==> config.mk <==
export PLATFORM = sky130hd
export DESIGN_NAME = vector_mem_controller
export DESIGN_NICKNAME = d
export VERILOG_FILES = /design/src/rtl/vector_mem_controller_pkg.sv /design/src/rtl/vector_mem_controller_addr_gen.sv /design/src/rtl/vector_mem_controller.sv
export SDC_FILE = /design/constraint.sdc
export NUM_CORES = 1
export LEC_CHECK = 0
export BUFFER_PORTS_ARGS = -buffer_cell sky130_fd_sc_hd__buf_2
export CAP_MARGIN = 10
export CORE_AREA = 2 2 261 263
export DETAILED_ROUTE_END_ITERATION = 10
export DIE_AREA = 0 0 263 265
export RECOVER_POWER = 25
export SYNTH_ARGS = -nofsm -noshare
export SYNTH_HDL_FRONTEND = slang
export SYNTH_SLANG_ARGS = --single-unit
==> constraint.sdc <==
create_clock -name clk -period 4.1 [get_ports clk]
set_clock_uncertainty 0.05 [all_clocks]
set_input_delay 0 -clock clk [delete_from_list [all_inputs] [get_ports clk]]
set_output_delay 0 -clock clk [all_outputs]
set_load 0.005 [all_outputs]
==> src/rtl/vector_mem_controller_pkg.sv <==
`timescale 1ns/1ps
// Shared encodings for the vector memory controller: data-cache request/status codes,
// element-size codes and the controller state encoding.
package vector_mem_controller_pkg;

    localparam logic [2:0] ONE_BYTE   = 3'd0;
    localparam logic [2:0] TWO_BYTE   = 3'd1;
    localparam logic [2:0] FOUR_BYTE  = 3'd2;
    localparam logic [2:0] EIGHT_BYTE = 3'd3;

    localparam logic [1:0] D_CACHE_NOP   = 2'd0;
    localparam logic [1:0] D_CACHE_LOAD  = 2'd1;
    localparam logic [1:0] D_CACHE_STORE = 2'd2;

    localparam logic [1:0] D_CACHE_RESTING = 2'd0;
    localparam logic [1:0] D_CACHE_WORKING = 2'd1;
    localparam logic [1:0] D_CACHE_STALL   = 2'd2;
    localparam logic [1:0] L_S_FINISHED    = 2'd3;

    typedef enum logic [2:0] {
        VMC_IDLE  = 3'd0,
        VMC_SCAN  = 3'd1,
        VMC_ISSUE = 3'd2,
        VMC_WAIT  = 3'd3,
        VMC_DONE  = 3'd4
    } vmc_state_e;

    function automatic logic vsew_supported(input logic [2:0] vsew);
        return (vsew == ONE_BYTE) || (vsew == TWO_BYTE) || (vsew == FOUR_BYTE);
    endfunction

    // Element size in bytes; only meaningful for supported encodings.
    function automatic logic [2:0] unit_stride(input logic [2:0] vsew);
        case (vsew)
            ONE_BYTE: return 3'd1;
            TWO_BYTE: return 3'd2;
            default:  return 3'd4;
        endcase
    endfunction

endpackage

==> src/rtl/vector_mem_controller_addr_gen.sv <==
`timescale 1ns/1ps
// Element address/index generator: holds the current element index and byte address,
// and steps both by the effective stride whenever an element retires or is skipped.
module vmc_addr_gen
    import vector_mem_controller_pkg::*;
#(
    parameter int ADDR_WIDTH = 17,
    parameter int IDX_WIDTH  = 4
) (
    input  logic                  clk,
    input  logic                  rst,
    input  logic                  start_i,
    input  logic                  adv_i,
    input  logic [ADDR_WIDTH-1:0] base_i,
    input  logic [ADDR_WIDTH-1:0] stride_i,
    input  logic [2:0]            vsew_i,
    output logic [ADDR_WIDTH-1:0] cur_addr_o,
    output logic [IDX_WIDTH-1:0]  idx_o
);

    logic [ADDR_WIDTH-1:0] addr_q, addr_d;
    logic [ADDR_WIDTH-1:0] stride_q, stride_d;
    logic [ADDR_WIDTH-1:0] eff_stride;
    logic [IDX_WIDTH-1:0]  idx_q, idx_d;

    // A zero stride means densely packed elements.
    assign eff_stride = (stride_q == '0) ? ADDR_WIDTH'(unit_stride(vsew_i)) : stride_q;

    always_comb begin
        addr_d   = addr_q;
        idx_d    = idx_q;
        stride_d = stride_q;
        if (start_i) begin
            addr_d   = base_i;
            idx_d    = '0;
            stride_d = stride_i;
        end else if (adv_i) begin
            addr_d = addr_q + eff_stride;
            idx_d  = idx_q + IDX_WIDTH'(1);
        end
    end

    always_ff @(posedge clk) begin
        if (rst) begin
            addr_q   <= '0;
            idx_q    <= '0;
            stride_q <= '0;
        end else begin
            addr_q   <= addr_d;
            idx_q    <= idx_d;
            stride_q <= stride_d;
        end
    end

    assign cur_addr_o = addr_q;
    assign idx_o      = idx_q;

endmodule

==> src/rtl/vector_mem_controller.sv <==
`timescale 1ns/1ps
// Scalar/vector load-store sequencer in front of DATA_CACHE: splits a request into
// single-element cache accesses and assembles load lanes into one register-wide word.
module vector_mem_controller
    import vector_mem_controller_pkg::*;
#(
    parameter int ADDR_WIDTH       = 17,
    parameter int LEN              = 32,
    parameter int BYTE_SIZE        = 8,
    parameter int VECTOR_SIZE      = 8,
    parameter int ENTRY_INDEX_SIZE = 3
) (
    input  logic                          clk,
    input  logic                          rst,
    input  logic                          req_valid,
    input  logic                          req_store,
    input  logic                          req_is_vector,
    input  logic [ADDR_WIDTH-1:0]         req_base_addr,
    input  logic [ADDR_WIDTH-1:0]         req_stride,
    input  logic [ENTRY_INDEX_SIZE:0]     req_vl,
    input  logic [2:0]                    req_vsew,
    input  logic [VECTOR_SIZE-1:0]        req_mask,
    input  logic [VECTOR_SIZE*LEN-1:0]    req_store_data,
    output logic                          busy,
    output logic                          done,
    output logic                          error,
    output logic [VECTOR_SIZE*LEN-1:0]    load_data,
    output logic [ADDR_WIDTH-1:0]         data_addr,
    output logic [2:0]                    data_type,
    output logic [LEN-1:0]                cache_written_data,
    output logic [1:0]                    cache_vis_signal,
    output logic [ENTRY_INDEX_SIZE:0]     length,
    input  logic [LEN-1:0]                cache_data,
    input  logic [1:0]                    d_cache_vis_status
);

    localparam int IW = ENTRY_INDEX_SIZE + 1;

    vmc_state_e state_q, state_d;

    logic                       store_q, vector_q;
    logic [2:0]                 vsew_q;
    logic [VECTOR_SIZE-1:0]     mask_q;
    logic [VECTOR_SIZE*LEN-1:0] store_data_q, load_data_q;
    logic [IW-1:0]              vl_q, eff_vl;
    logic                       error_q, error_d;
    logic                       start, adv, lane_wr;
    logic [ADDR_WIDTH-1:0]      cur_addr;
    logic [IW-1:0]              idx;
    logic [ENTRY_INDEX_SIZE-1:0] lane;
    logic [LEN-1:0]             lane_val;

    vmc_addr_gen #(
        .ADDR_WIDTH (ADDR_WIDTH),
        .IDX_WIDTH  (IW)
    ) u_addr_gen (
        .clk        (clk),
        .rst        (rst),
        .start_i    (start),
        .adv_i      (adv),
        .base_i     (req_base_addr),
        .stride_i   (req_stride),
        .vsew_i     (vsew_q),
        .cur_addr_o (cur_addr),
        .idx_o      (idx)
    );

    assign lane = idx[ENTRY_INDEX_SIZE-1:0];

    always_comb begin
        if (!req_is_vector)
            eff_vl = IW'(1);
        else if (req_vl > IW'(VECTOR_SIZE))
            eff_vl = IW'(VECTOR_SIZE);
        else
            eff_vl = req_vl;
    end

    always_comb begin
        lane_val = cache_data;
        case (vsew_q)
            ONE_BYTE: lane_val = LEN'(cache_data[BYTE_SIZE-1:0]);
            TWO_BYTE: lane_val = LEN'(cache_data[2*BYTE_SIZE-1:0]);
            default:  ;
        endcase
    end

    always_ff @(posedge clk) begin
        if (rst) state_q <= VMC_IDLE;
        else     state_q <= state_d;
    end

    always_comb begin
        state_d = state_q;
        error_d = error_q;
        start   = 1'b0;
        adv     = 1'b0;
        lane_wr = 1'b0;
        case (state_q)
            VMC_IDLE: begin
                if (req_valid) begin
                    start   = 1'b1;
                    error_d = 1'b0;
                    state_d = VMC_SCAN;
                end
            end
            VMC_SCAN: begin
                if (idx == vl_q) begin
                    state_d = VMC_DONE;
                end else if (!vsew_supported(vsew_q)) begin
                    error_d = 1'b1;
                    state_d = VMC_DONE;
                end else if (vector_q && !mask_q[lane]) begin
                    adv = 1'b1;
                end else begin
                    state_d = VMC_ISSUE;
                end
            end
            VMC_ISSUE: begin
                // The cache takes the request only when it is idle; FINISHED from a
                // previous element still counts as busy here.
                if (d_cache_vis_status == D_CACHE_RESTING) state_d = VMC_WAIT;
            end
            VMC_WAIT: begin
                if (d_cache_vis_status == L_S_FINISHED) begin
                    adv     = 1'b1;
                    lane_wr = !store_q;
                    state_d = VMC_SCAN;
                end
            end
            VMC_DONE: state_d = VMC_IDLE;
            default:  state_d = VMC_IDLE;
        endcase
    end

    always_ff @(posedge clk) begin
        if (rst) begin
            store_q      <= 1'b0;
            vector_q     <= 1'b0;
            vsew_q       <= ONE_BYTE;
            mask_q       <= '0;
            store_data_q <= '0;
            vl_q         <= '0;
            load_data_q  <= '0;
            error_q      <= 1'b0;
        end else begin
            error_q <= error_d;
            if (start) begin
                store_q      <= req_store;
                vector_q     <= req_is_vector;
                vsew_q       <= req_vsew;
                mask_q       <= req_mask;
                store_data_q <= req_store_data;
                vl_q         <= eff_vl;
                load_data_q  <= '0;
            end else if (lane_wr) begin
                load_data_q[int'(lane)*LEN +: LEN] <= lane_val;
            end
        end
    end

    assign busy               = (state_q != VMC_IDLE);
    assign done               = (state_q == VMC_DONE);
    assign error              = error_q;
    assign load_data          = load_data_q;
    assign data_addr          = cur_addr;
    assign data_type          = vsew_q;
    assign cache_written_data = store_data_q[int'(lane)*LEN +: LEN];
    assign cache_vis_signal   = (state_q != VMC_ISSUE) ? D_CACHE_NOP
                              : (store_q ? D_CACHE_STORE : D_CACHE_LOAD);
    assign length             = IW'(1);

endmodule

==> results.toml <==
[critical_path]
start_kind = "flop"
arrival_ns = 4.20
required_ns = 4.53
crit_path_end_kind = "flop"
critical_path.top_delay_family = "compound AO/OA/AOI/OAI gates"
max_stage_delay_ns = 0.57
path_max_fanout = 3
critical_path.cell_chain = "nor4_1 > nand4_1 > nor4_2 > a31o_2 > ha_1 > a211oi_1 > o211ai_1 > a41oi_1 > xnor2_1 > a222oi_1 > nor2_1 > dlygate4sd3_1"
cp_slowest_cell = "dlygate4sd3_1"
path_buf_inv = 1
crit_type = "reg -> reg"

[routing]
drt_iter0_drc = 1908
firstDrtPassIters = 5
wl_mm = 95.2
wire_per_inst_um = 19.5
viasPerCell = 5.07
drc = 0
route.antenna.remaining_nets = 0
vias = 24700

[layout]
layout-drive-gt1-share = 0.185
nFillCells = 6473
register_area_um2 = 11400
synthToLayoutAreaGrowth_pct = 43.5
multi_input_area_um2 = 11000
layout.nets = 4312
final_cell_mix = "nand2_1 (1,076), a21oi_1 (571), dfxtp_1 (568)"
final_common_cell = "nand2_1"

[yosys]
avgSynthCellArea_um2 = 7.84
yosysTopAreaCell = "dfxtp_1"
synth_top_area_share = 0.487
seq_area_frac_synth = 0.487
synth_edf_count = 0
ys.flop_type = "dfxtp_1"
synthArstFlopShare = 0
synth_cells = 2998
ys_types = 57
synthTopCellsByArea = "dfxtp_1 (49%), nand2_1 (17%), a21oi_1 (12%)"
syn-cell-area_um2 = 23500
synth-seq-cells = 571
yosys_warnings = 0

[pwr]
p_leak_uw = 0.0135
power_uw = 14200
power-per-cell-area_nw_per_um2 = 423
ir_worst_vdd_uv = 313

[sta]
slew_violations = 0
fmax_mhz = 266
min_period_over_period = 0.919
hold_viol_final = 0
finalCriticalPeriod_ns = 3.77
grt_setup_unrepaired = "false"
setup_violations = 0
fin_tns_setup_ns = 0
holdWs_ns = 0.0702
relSlewSlack = 0.258
tightest_slew_ns = 1.11

[min_path]
hp-class = "in -> reg"

[global_routing]
grt_use_total = 0.263
grt_start_max_net_pins = 210
antenna_found_initial = 8
grt-ovfl-total = 0
grt_pass1_wl_mm = 142
grt_pass1_vias = 24200

[placement]
gp_congestion = 0.843
portBuffers = 656
post-dp-hpwl_mm = 63.8

[job]
max_cap_viol_count = 0

[cts]
postCtsSetupRepairBufs = 0
htreeDepth = 3
cts_tree = "yes"
cts_sinks = 571
cts_max_path_buffers = 3
cts-root-buf = "clkbuf_16"
cts_buffers = 66
clkTransAtPathRegs_ns = 0.06
clock_latency_ns = 0.59

[run_status]
status = "completed"

[die]
core_area_um2 = 66800
initial_core_util = 0.352
io_pins = 661
dieArea_um2 = 69700
die_height_um = 265
dieWidth_um = 263
rows = 95
-- flip-flops by register name, summed over array words and instances (netlist names), 3 cells and up --
signal / cells
u_addr_gen.stride_q: 17
vl_q: 4
store_data_q: 256
load_data: 256
u_addr_gen.idx_o: 4
u_addr_gen.cur_addr_o: 17
data_type: 3
mask_q: 8
state_q: 3
-- worst register-to-register path: cells and delay by family, from the launching register on --
| family | cells | cell delay (ns) |
|---|---|---|
| adder cells (fa/ha/maj) | 1 | 0.24 |
| flip-flops | 1 | 0.34 |
| AO/OA/AOI/OAI | 5 | 1.42 |
| AND/OR/NAND/NOR | 4 | 0.93 |
| XOR/XNOR | 1 | 0.10 |
| buffers and inverters | 1 | 0.57 |
-- Yosys cell counts, types with 6 or more instances --
cell,count
nand2_1,1077
a21oi_1,571
dfxtp_1,571
clkbuf_1,206
nor2_1,182
nand3_1,67
mux4_2,66
buf_2,34
nor3_1,28
ha_1,22
a21o_1,15
o21ai_0,13
xnor2_1,12
inv_1,10
and3_1,8
buf_6,8
a22oi_1,7
nand4_1,7
a211oi_1,6
-- power breakdown --
| group | switching, uW | leakage (uW) | internal [uW] | total, uW |
|---|---|---|---|---|
| logic | 1240 | 0.00774 | 930 | 2170 |
| clock network | 2490 | 0.00111 | 3550 | 6040 |
| registers | 186 | 0.00465 | 5850 | 6040 |
-- routing by layer --
metal  GRT usage  wire (um)
met5           0         10
met2       0.453      46100
met4       0.141       5310
met1       0.301      36600
met3      0.0648       7190
-- timing repair --
item | 4_1_cts | 5_1_grt
gates resized for setup | 0 | 2
hold buffers | 437 | 0
setup endpoints to repair | 0 | 3
hold endpoints to repair | 532 | 0
-- final timing paths --
check                                                 to  depth (start not counted)                                start  slack (ns)
hold / removal                load_data[30]$_SDFFE_PP0P_                          5                       cache_data[30]        0.07
setup reg to reg  u_addr_gen.cur_addr_o[11]$_SDFFE_PP0P_                         12  u_addr_gen.stride_q[8]$_SDFFE_PP0P_        0.33
hold reg to reg              load_data[177]$_SDFFE_PP0P_                          2          load_data[177]$_SDFFE_PP0P_        0.40
setup / recovery  u_addr_gen.cur_addr_o[11]$_SDFFE_PP0P_                         12  u_addr_gen.stride_q[8]$_SDFFE_PP0P_        0.33
-- layout make-up --
class | instances | share of cell area
sequential | 571 | 0.339
multi-input combinational | 2161 | 0.326
timing repair buffer | 1134 | 0.234
clock buffer | 99 | 0.0595
tap | 873 | 0.0324
clock inverter | 20 | 0.00713
inverter | 11 | 0.00123
antenna | 6 | 0.000445
-- logic make-up after synthesis --
group,synth area share
buffers and inverters,0.0478
AND/OR/NAND/NOR,0.237
multiplexers,0.0654
adder cells (fa/ha/maj),0.0126
flip-flops,0.487
other,0.000320
XOR/XNOR,0.00634
AO/OA/AOI/OAI,0.144
-- through the flow --
step                      cells  utilization  instance area, um^2  worst slack, ns
final                      4875        0.505                33700            0.334
after global routing       4873        0.504                33700           0.0509
after floorplan            3000            -                23500            0.797
after CTS                  4869        0.507                33900            0.241
after global placement     4313        0.408                27200            0.694
after detailed placement   4313        0.408                27200            0.668
No activity file was read; power rests on OpenSTA's default activity.
